## src/rtl/ext_mem_arbiter.sv

```systemverilog
// Two-requester tile-burst arbiter: 16-word loads/stores from the d and i sides onto one ext bus.
// Define EXT_ARB_RR_EN for round-robin arbitration; the default build uses fixed d-first priority.
module ext_mem_arbiter (
    input  logic        clock,
    input  logic        reset,
    input  logic        dReq,
    input  logic        iReq,
    input  logic        dWr,
    input  logic [25:0] dBase,
    input  logic [25:0] iBase,
    input  logic [31:0] dWrData,
    output logic        dGnt,
    output logic        iGnt,
    output logic        dDone,
    output logic        iDone,
    output logic [3:0]  wIdx,
    output logic [31:0] rdData,
    output logic        rdValid,
    output logic [31:0] extAddr,
    output logic [31:0] extDataOut,
    input  logic [31:0] extDataIn,
    output logic        extOE,
    output logic        extWR,
    input  logic        extNotReady,
    output logic        busy
);

    localparam logic [1:0] IDLE  = 2'd0;
    localparam logic [1:0] SETUP = 2'd1;
    localparam logic [1:0] XFER  = 2'd2;
    localparam logic [1:0] DONE  = 2'd3;

    logic [1:0]  state_q, state_d;
    logic        owner_q, owner_d;      // 1 = i side owns the burst
    logic        dir_q, dir_d;          // 1 = store
    logic [25:0] base_q, base_d;
    logic [3:0]  cnt_q, cnt_d;          // address word counter
    logic [3:0]  rd_idx_q, rd_idx_d;    // index of the word presented on rdData
    logic [31:0] rd_data_q, rd_data_d;
    logic        rd_valid_q, rd_valid_d;
    logic        pick_i;

`ifdef EXT_ARB_RR_EN
    logic prio_i_q, prio_i_d;           // 1 = i side wins a tie

    assign pick_i = iReq && (!dReq || prio_i_q);

    always_ff @(posedge clock or negedge reset) begin
        if (!reset) begin
            prio_i_q <= 1'b0;
        end else begin
            prio_i_q <= prio_i_d;
        end
    end

    always_comb begin
        prio_i_d = prio_i_q;
        if (state_q == DONE) begin
            prio_i_d = !owner_q;
        end
    end
`else
    assign pick_i = iReq && !dReq;
`endif

    always_comb begin
        state_d    = state_q;
        owner_d    = owner_q;
        dir_d      = dir_q;
        base_d     = base_q;
        cnt_d      = cnt_q;
        rd_idx_d   = rd_idx_q;
        rd_data_d  = rd_data_q;
        rd_valid_d = 1'b0;
        case (state_q)
            IDLE: begin
                if (dReq || iReq) begin
                    owner_d = pick_i;
                    base_d  = pick_i ? iBase : dBase;
                    dir_d   = pick_i ? 1'b0 : dWr;
                    cnt_d   = 4'd0;
                    state_d = SETUP;
                end
            end
            SETUP: state_d = XFER;
            XFER: begin
                if (!extNotReady) begin
                    if (!dir_q) begin
                        rd_data_d  = extDataIn;
                        rd_valid_d = 1'b1;
                        rd_idx_d   = cnt_q;
                    end
                    cnt_d = cnt_q + 4'd1;
                    if (cnt_q == 4'd15) begin
                        state_d = DONE;
                    end
                end
            end
            DONE:    state_d = IDLE;
            default: state_d = IDLE;
        endcase
    end

    always_ff @(posedge clock or negedge reset) begin
        if (!reset) begin
            state_q    <= IDLE;
            owner_q    <= 1'b0;
            dir_q      <= 1'b0;
            base_q     <= 26'd0;
            cnt_q      <= 4'd0;
            rd_idx_q   <= 4'd0;
            rd_data_q  <= 32'd0;
            rd_valid_q <= 1'b0;
        end else begin
            state_q    <= state_d;
            owner_q    <= owner_d;
            dir_q      <= dir_d;
            base_q     <= base_d;
            cnt_q      <= cnt_d;
            rd_idx_q   <= rd_idx_d;
            rd_data_q  <= rd_data_d;
            rd_valid_q <= rd_valid_d;
        end
    end

    logic in_burst;
    logic in_xfer;

    assign in_burst = (state_q == SETUP) || (state_q == XFER);
    assign in_xfer  = (state_q == XFER);

    assign busy    = (state_q != IDLE);
    assign dGnt    = in_burst && !owner_q;
    assign iGnt    = in_burst && owner_q;
    assign dDone   = (state_q == DONE) && !owner_q;
    assign iDone   = (state_q == DONE) && owner_q;
    assign extOE   = in_xfer && !dir_q;
    assign extWR   = in_xfer && dir_q;
    assign rdData  = rd_data_q;
    assign rdValid = rd_valid_q;

    assign extDataOut = (in_xfer && dir_q) ? dWrData : 32'd0;

    // A load word is strobed one cycle after its access, when the counter has already moved on,
    // so wIdx reports the strobed word's index during rdValid and the address counter otherwise.
    assign wIdx = rd_valid_q ? rd_idx_q : cnt_q;

    always_comb begin
        extAddr = 32'd0;
        case (state_q)
            SETUP:   extAddr = {base_q, 6'b0};
            XFER:    extAddr = {base_q, cnt_q, 2'b00};
            default: extAddr = 32'd0;
        endcase
    end

endmodule

```

## config.mk

```make
export PLATFORM = sky130hd
export DESIGN_NAME = ext_mem_arbiter
export DESIGN_NICKNAME = d
export VERILOG_FILES = /design/src/rtl/ext_mem_arbiter.sv
export SDC_FILE = /design/constraint.sdc
export NUM_CORES = 1
export LEC_CHECK = 0
export CAP_MARGIN = 40
export CORE_MARGIN = 3
export CORE_UTILIZATION = 37
export DETAILED_ROUTE_END_ITERATION = 7
export GPL_TIMING_DRIVEN = 0
export PLACE_DENSITY = 0.9
export SLEW_MARGIN = 15
export SYNTH_ARGS = -nofsm -noshare
export SYNTH_HDL_FRONTEND = slang
export SYNTH_SLANG_ARGS = --single-unit
```

## constraint.sdc

```tcl
create_clock -name clock -period 2.1 [get_ports clock]
set_clock_uncertainty 0.15 [all_clocks]
set_input_delay 0.42 -clock clock [delete_from_list [all_inputs] [get_ports clock]]
set_output_delay 0.42 -clock clock [all_outputs]
set_load 0.02 [all_outputs]
```

# After elaboration in Yosys (flattened, before gate mapping)
# Index checks and enable logic that the tools add are counted.
# totals
ram_bits,0
memories,0
elab_cells,52
out_inout_bits,108
rom_bits,0
reg_bits,71
latchBits,0
input_bits,122
# classes
n_eq_ne,7
n_lt_le_gt_ge,0
n_mul,0
bitwise_logic,2
add_sub_neg,1
n_div,0
shift,0
n_reduce_logical,19
mux,15
# op_table
cell,n
$pmux W32 S2,1
$mux W32,1
$mux W26,1
$mux W4,3
$reduce_and A3 Y1,3
$pmux W2 S4,1
$pmux W4 S2,1
$logic_and A1 B1 Y1,7
$mux W2,3
$add A4 B1 Y4 const B,1
$eq A2 B2 Y1 const B,2
$eq A4 B4 Y1 const B,1
$mux W1,4
$ne A2 B2 Y1 const B,2
$reduce_bool A2 Y1,2
$logic_not A1 Y1,3
$eq A2 B1 Y1 const B,1
$logic_not A2 Y1,1
$logic_or A1 B1 Y1,2
$ne A2 B1 Y1 const B,1
$not A1 Y1,2
$reduce_and A2 Y1,1

# Longest topological paths before layout
# depth
ltp_word,4
depth_mapped,7
mapped_depth_nobuf,5

# Worst setup path after synthesis
# Ideal clock, no wire load.
# synth_timing
kind,reg-to-output
from,register state_q[0]
to,output port extAddr[10]
setup_slack_ps,63
n_path_buf,2
required_time_ps,1530
path_stages_with_launch,7
t_arrival_ps,1467
path_cell_list,dfrtp_1 inv_1 ha_1 buf_2 o21a_1 clkbuf_1 and2_1
# synth_between
elab_chain_len,2
word_cells_on_any_way,3
cone_classes,eq/ne (2); mux (1)
# synth_lines
element,line_no,text
start: declaration,33,"logic [1:0] state_q, state_d;"
start signal: assignment,115,state_q <= state_d;
$eq A2 B2 Y1 or $eq A2 B1 Y1 (tied branches),150,case (state_q)
$pmux W32 S2 (*),150,
end: declaration,19,"output logic [31:0] extAddr,"
# Every way passes the cells marked *; elsewhere a longest branch is shown, timed or not.

# Worst setup path after layout
# layout_timing
from,register state_q[1]
to,output port extAddr[8]
# The elaborated chain is that of the path after synthesis.

==> results by group <==
Die
  • Boundary Pins: 230
  • Row count: 36
  • Die Wd: 106 µm
  • Core area: 9770 µm²
  • Initial Util: 38.2%
  • Die Ht: 106 µm
  • Die area: ~11000 µm²

Cells and area
  • Fin util: 67.3%
  • Nets: 698
  • Share of cells above drive strength 1: roughly 34%
  • # diodes: 0
  • Area grow syn2layout: 76.3%
  • Layout Cell Area excl Fill: about 6600 µm²
  • Layout fillers: 771
  • Finished Layout Cells: 708

Route
  • Residual DRC: 0
  • Post-detailed-route count of antenna-violating nets: 0
  • Post-DR wirelength/cell: 17.2 µm
  • Vias/cell: slightly below 5
  • Initial DRC count: 125
  • First drt pass iteration count: 4
  • Vias: 3425
  • Total wire length: 12.2 mm

Min path
  • HP Start: base_q[5]$_DFFE_PN0P_
  • Hold crit path type: reg -> reg
  • Hold endpoint: base_q[5]$_DFFE_PN0P_
  • Hold Path Stages: 2

STA
  • Final Setup Violations: between 60 and 70
  • Post-route minimum period: 2.30 ns
  • Final hold violation count: 0
  • Hold_ws: 0.335 ns
  • Worst Slack Setup Final: -0.203 ns
  • Fin crit share: 110%
  • Max frequency: 434 MHz
  • RSZ-0062 raised after global routing: true
  • Final Max Slew Viols: 0

Power
  • Psw: between 0.003 and 0.004 W
  • Seq pwr share: 26.4%
  • Pwr dens: 1440 nW/µm²
  • LEAKAGE: a little over 3 nW
  • Sw Ratio: 38.7%
  • Clock power share: 12.6%
  • P_int: 0.00581 W
  • Peak supply drop: 0.674 mV
  • Comb power frac: around three fifths
  • Tot Pwr: 0.00948 W

Critical path
  • CP bufs+invs: 3
  • Setup crit end kind: primary output
  • Crit path cell chain: ha_4 -> buf_6 -> o21a_4 -> buf_4 -> and2_4 -> buf_6
  • CP most frequent cell: buf_6
  • Reg2reg start: state_q[0]$_DFFE_PN0P_
  • Worst Path Max Fanout: 5
  • RR Endpoint: rdData[10]$_DFFE_PN0P_
  • Arrival time worst endpoint: approximately 1.7 ns
  • Register-to-register setup slack: around 0.19 ns
  • Reg2Reg Depth: 7
  • Setup CP Type: reg -> out
  • CP top delay family: flip-flops
  • CP Data Required Time: 1.53 ns
  • CP peak stage delay: 0.46 ns
  • Critical Path Stages: 6
  • CP startpoint kind: flop
  • Critical path's slowest cell: dfrtp_2

Yosys
  • Sequential area share after synthesis: a little under half
  • Synth Area per Inst: around 12 µm²
  • Post-synth EDFFs: 0
  • Cells after synthesis: 321
  • Ys Warns: 0
  • Number of synthesized register bits: 71
  • Top FF cell, synth: dfrtp_1
  • Mapped cell area: 3730 µm²
  • FFs w/ async S/R, synth: between 90% and 100%
  • Yosys cell types: 37

Global routing
  • Gr usage total: between 20% and 30%
  • Global route overflow: 0
  • First-pass GRT wire length: 18.9 mm
  • Initial antenna violation count: 0
  • Vias in the first global route: 3757
  • Largest net degree at the start of global routing: 38

Clock tree
  • Num CTS Buffers: 9
  • Clk_lat worst skew: 0.33 ns
  • Clock sink count: 71
  • Max Root-Sink Buffers: 2
  • TritonCTS clock tree: done
  • Clock transition at path regs: about 0.080 ns
  • Clock Root Buffer: clkbuf_8
  • Max H-tree Level: 3

Status
  • Run status: complete, but fails checks
  • Violated checks: negative setup slack

Place
  • GPL Wtd Cong: 0.790
  • Buffers on Ports: roughly 230
  • Area after DPL: around 6200 µm²
  • DP HPWL: 9.38 mm
  • Post-Place Cells: 683

Run
  • Maxcap violations: 0
==> worst reg2reg max path, stage by stage, from the launching register on <==
cell and delay (ns):
dfrtp_1 0.39, inv_2 0.13, ha_4 0.15, nor2b_2 0.17
nor2b_4 0.19, buf_12 0.15, buf_12 0.15, mux2_4 0.31
==> through the flow <==
step                      setup slack (ns)  TNS [ns]
after floorplan                     0.0629         0
after CTS                           -0.226     -7.60
after global placement               -1.81   -159.62
after global routing                -0.262    -12.49
final                               -0.203     -8.76
after detailed placement            -0.810    -35.71
==> state kept, by name (all words and copies together), names as in the netlist <==
| name | cells |
|---|---|
| base_q | 26 |
| cnt_q | 4 |
| dir_q | 1 |
| owner_q | 1 |
| rdData | 32 |
| rdValid | 1 |
| rd_idx_q | 4 |
| state_q | 2 |
==> timing repair <==
item / CTS / global route
endpoints found under the setup margin: 73 / 68
hold endpoints to repair: 34 / 0
setup buffers: 4 / 2
resized for setup: 413 / 17
hold buffers: 1 / 0
cloned: 3 / 0
pin swaps: 25 / 7
==> worst max-delay path by stage <==
| stage | start | to | slack (ns) |
|---|---|---|---|
| 6_report | state_q[1]$_DFFE_PN0P_ | extAddr[8] | -0.20 |
| 5_1_grt | state_q[1]$_DFFE_PN0P_ | extAddr[8] | -0.26 |
| 4_1_cts | state_q[1]$_DFFE_PN0P_ | extAddr[17] | -0.23 |
| 2_1_floorplan | state_q[0]$_DFFE_PN0P_ | extAddr[10] | 0.06 |
| 3_3_place_gp | reset | base_q[9]$_DFFE_PN0P_ | -1.81 |
| 3_5_place_dp | state_q[0]$_DFFE_PN0P_ | extAddr[17] | -0.81 |
==> power groups by stage <==
stage	registers (W)	logic, W	clock network (W)
finish	0.00250	0.00578	0.00120
global route	0.00258	0.00614	0.00129
CTS	0.00249	0.00564	0.00123
detailed placement	0.00248	0.00505	0
global placement	0.00243	0.00491	0
floorplan	0.00277	0.00245	0
==> cells in the final DEF (no fill, tap or decap), types with 4 or more instances in the layout <==
| cell type | instances |
|---|---|
| dfrtp_1 | 69 |
| mux2_2 | 12 |
| buf_6 | 29 |
| a22oi_1 | 7 |
| clkbuf_1 | 7 |
| o21ai_0 | 19 |
| buf_2 | 15 |
| and2_4 | 25 |
| clkbuf_8 | 10 |
| mux2i_1 | 19 |
| buf_12 | 6 |
| mux2_4 | 29 |
| and3_1 | 28 |
| clkdlybuf4s50_1 | 153 |
| and2_1 | 7 |
| and3_2 | 4 |
| dlygate4sd2_1 | 4 |
| o21ai_1 | 13 |
| buf_4 | 40 |
| buf_8 | 5 |
| nand2_1 | 27 |
==> logic make-up (layout without fill, tap and decap cells) <==
logic type,after synthesis,after routing,share of synthesized area (%)
AOI/OAI and AO/OA,50,51,8.18
adders and majority gates,6,6,2.01
buffers and inverters,28,280,5.33
DFF,71,71,47.6
muxes,60,60,20.4
other,1,2,0.100
and+or+nand+nor,105,105,16.4
==> area by class of cell <==
type	count	area [µm²]	share of cell area (%)
Buffer	24	245	3.73
Timing Repair Buffer	237	2270	34.5
Inverter	3	13.8	0.209
Clock inverter	6	93.8	1.43
Tap cell	133	166	2.53
Clock buffer	10	128	1.94
Sequential cell	71	1780	27.0
Multi-Input combinational cell	224	1890	28.7
==> synthesized netlist by cell type, types with 4 or more instances <==
cell,n,share of area (%)
a22oi_1,7,1.4
and2_1,32,5.4
and3_1,28,4.7
and3_2,4,0.80
buf_12,4,2.1
buf_4,5,1.0
clkbuf_1,13,1.3
dfrtp_1,71,48
ha_1,6,2.0
mux2_2,12,3.6
mux2_4,29,12
mux2i_1,19,5.1
nand2_1,27,2.7
o21ai_0,19,2.5
o21ai_1,13,1.7
==> routing by layer <==
layer	share of wire (%)	GRT usage (%)	up-vias
met5	0	0	-
met4	1.6	6.48	0
met3	7.9	5.65	17
met2	53	39.0	145
met1	38	22.9	1649
li1	-	-	1614
(Power assumes the default switching activity.)
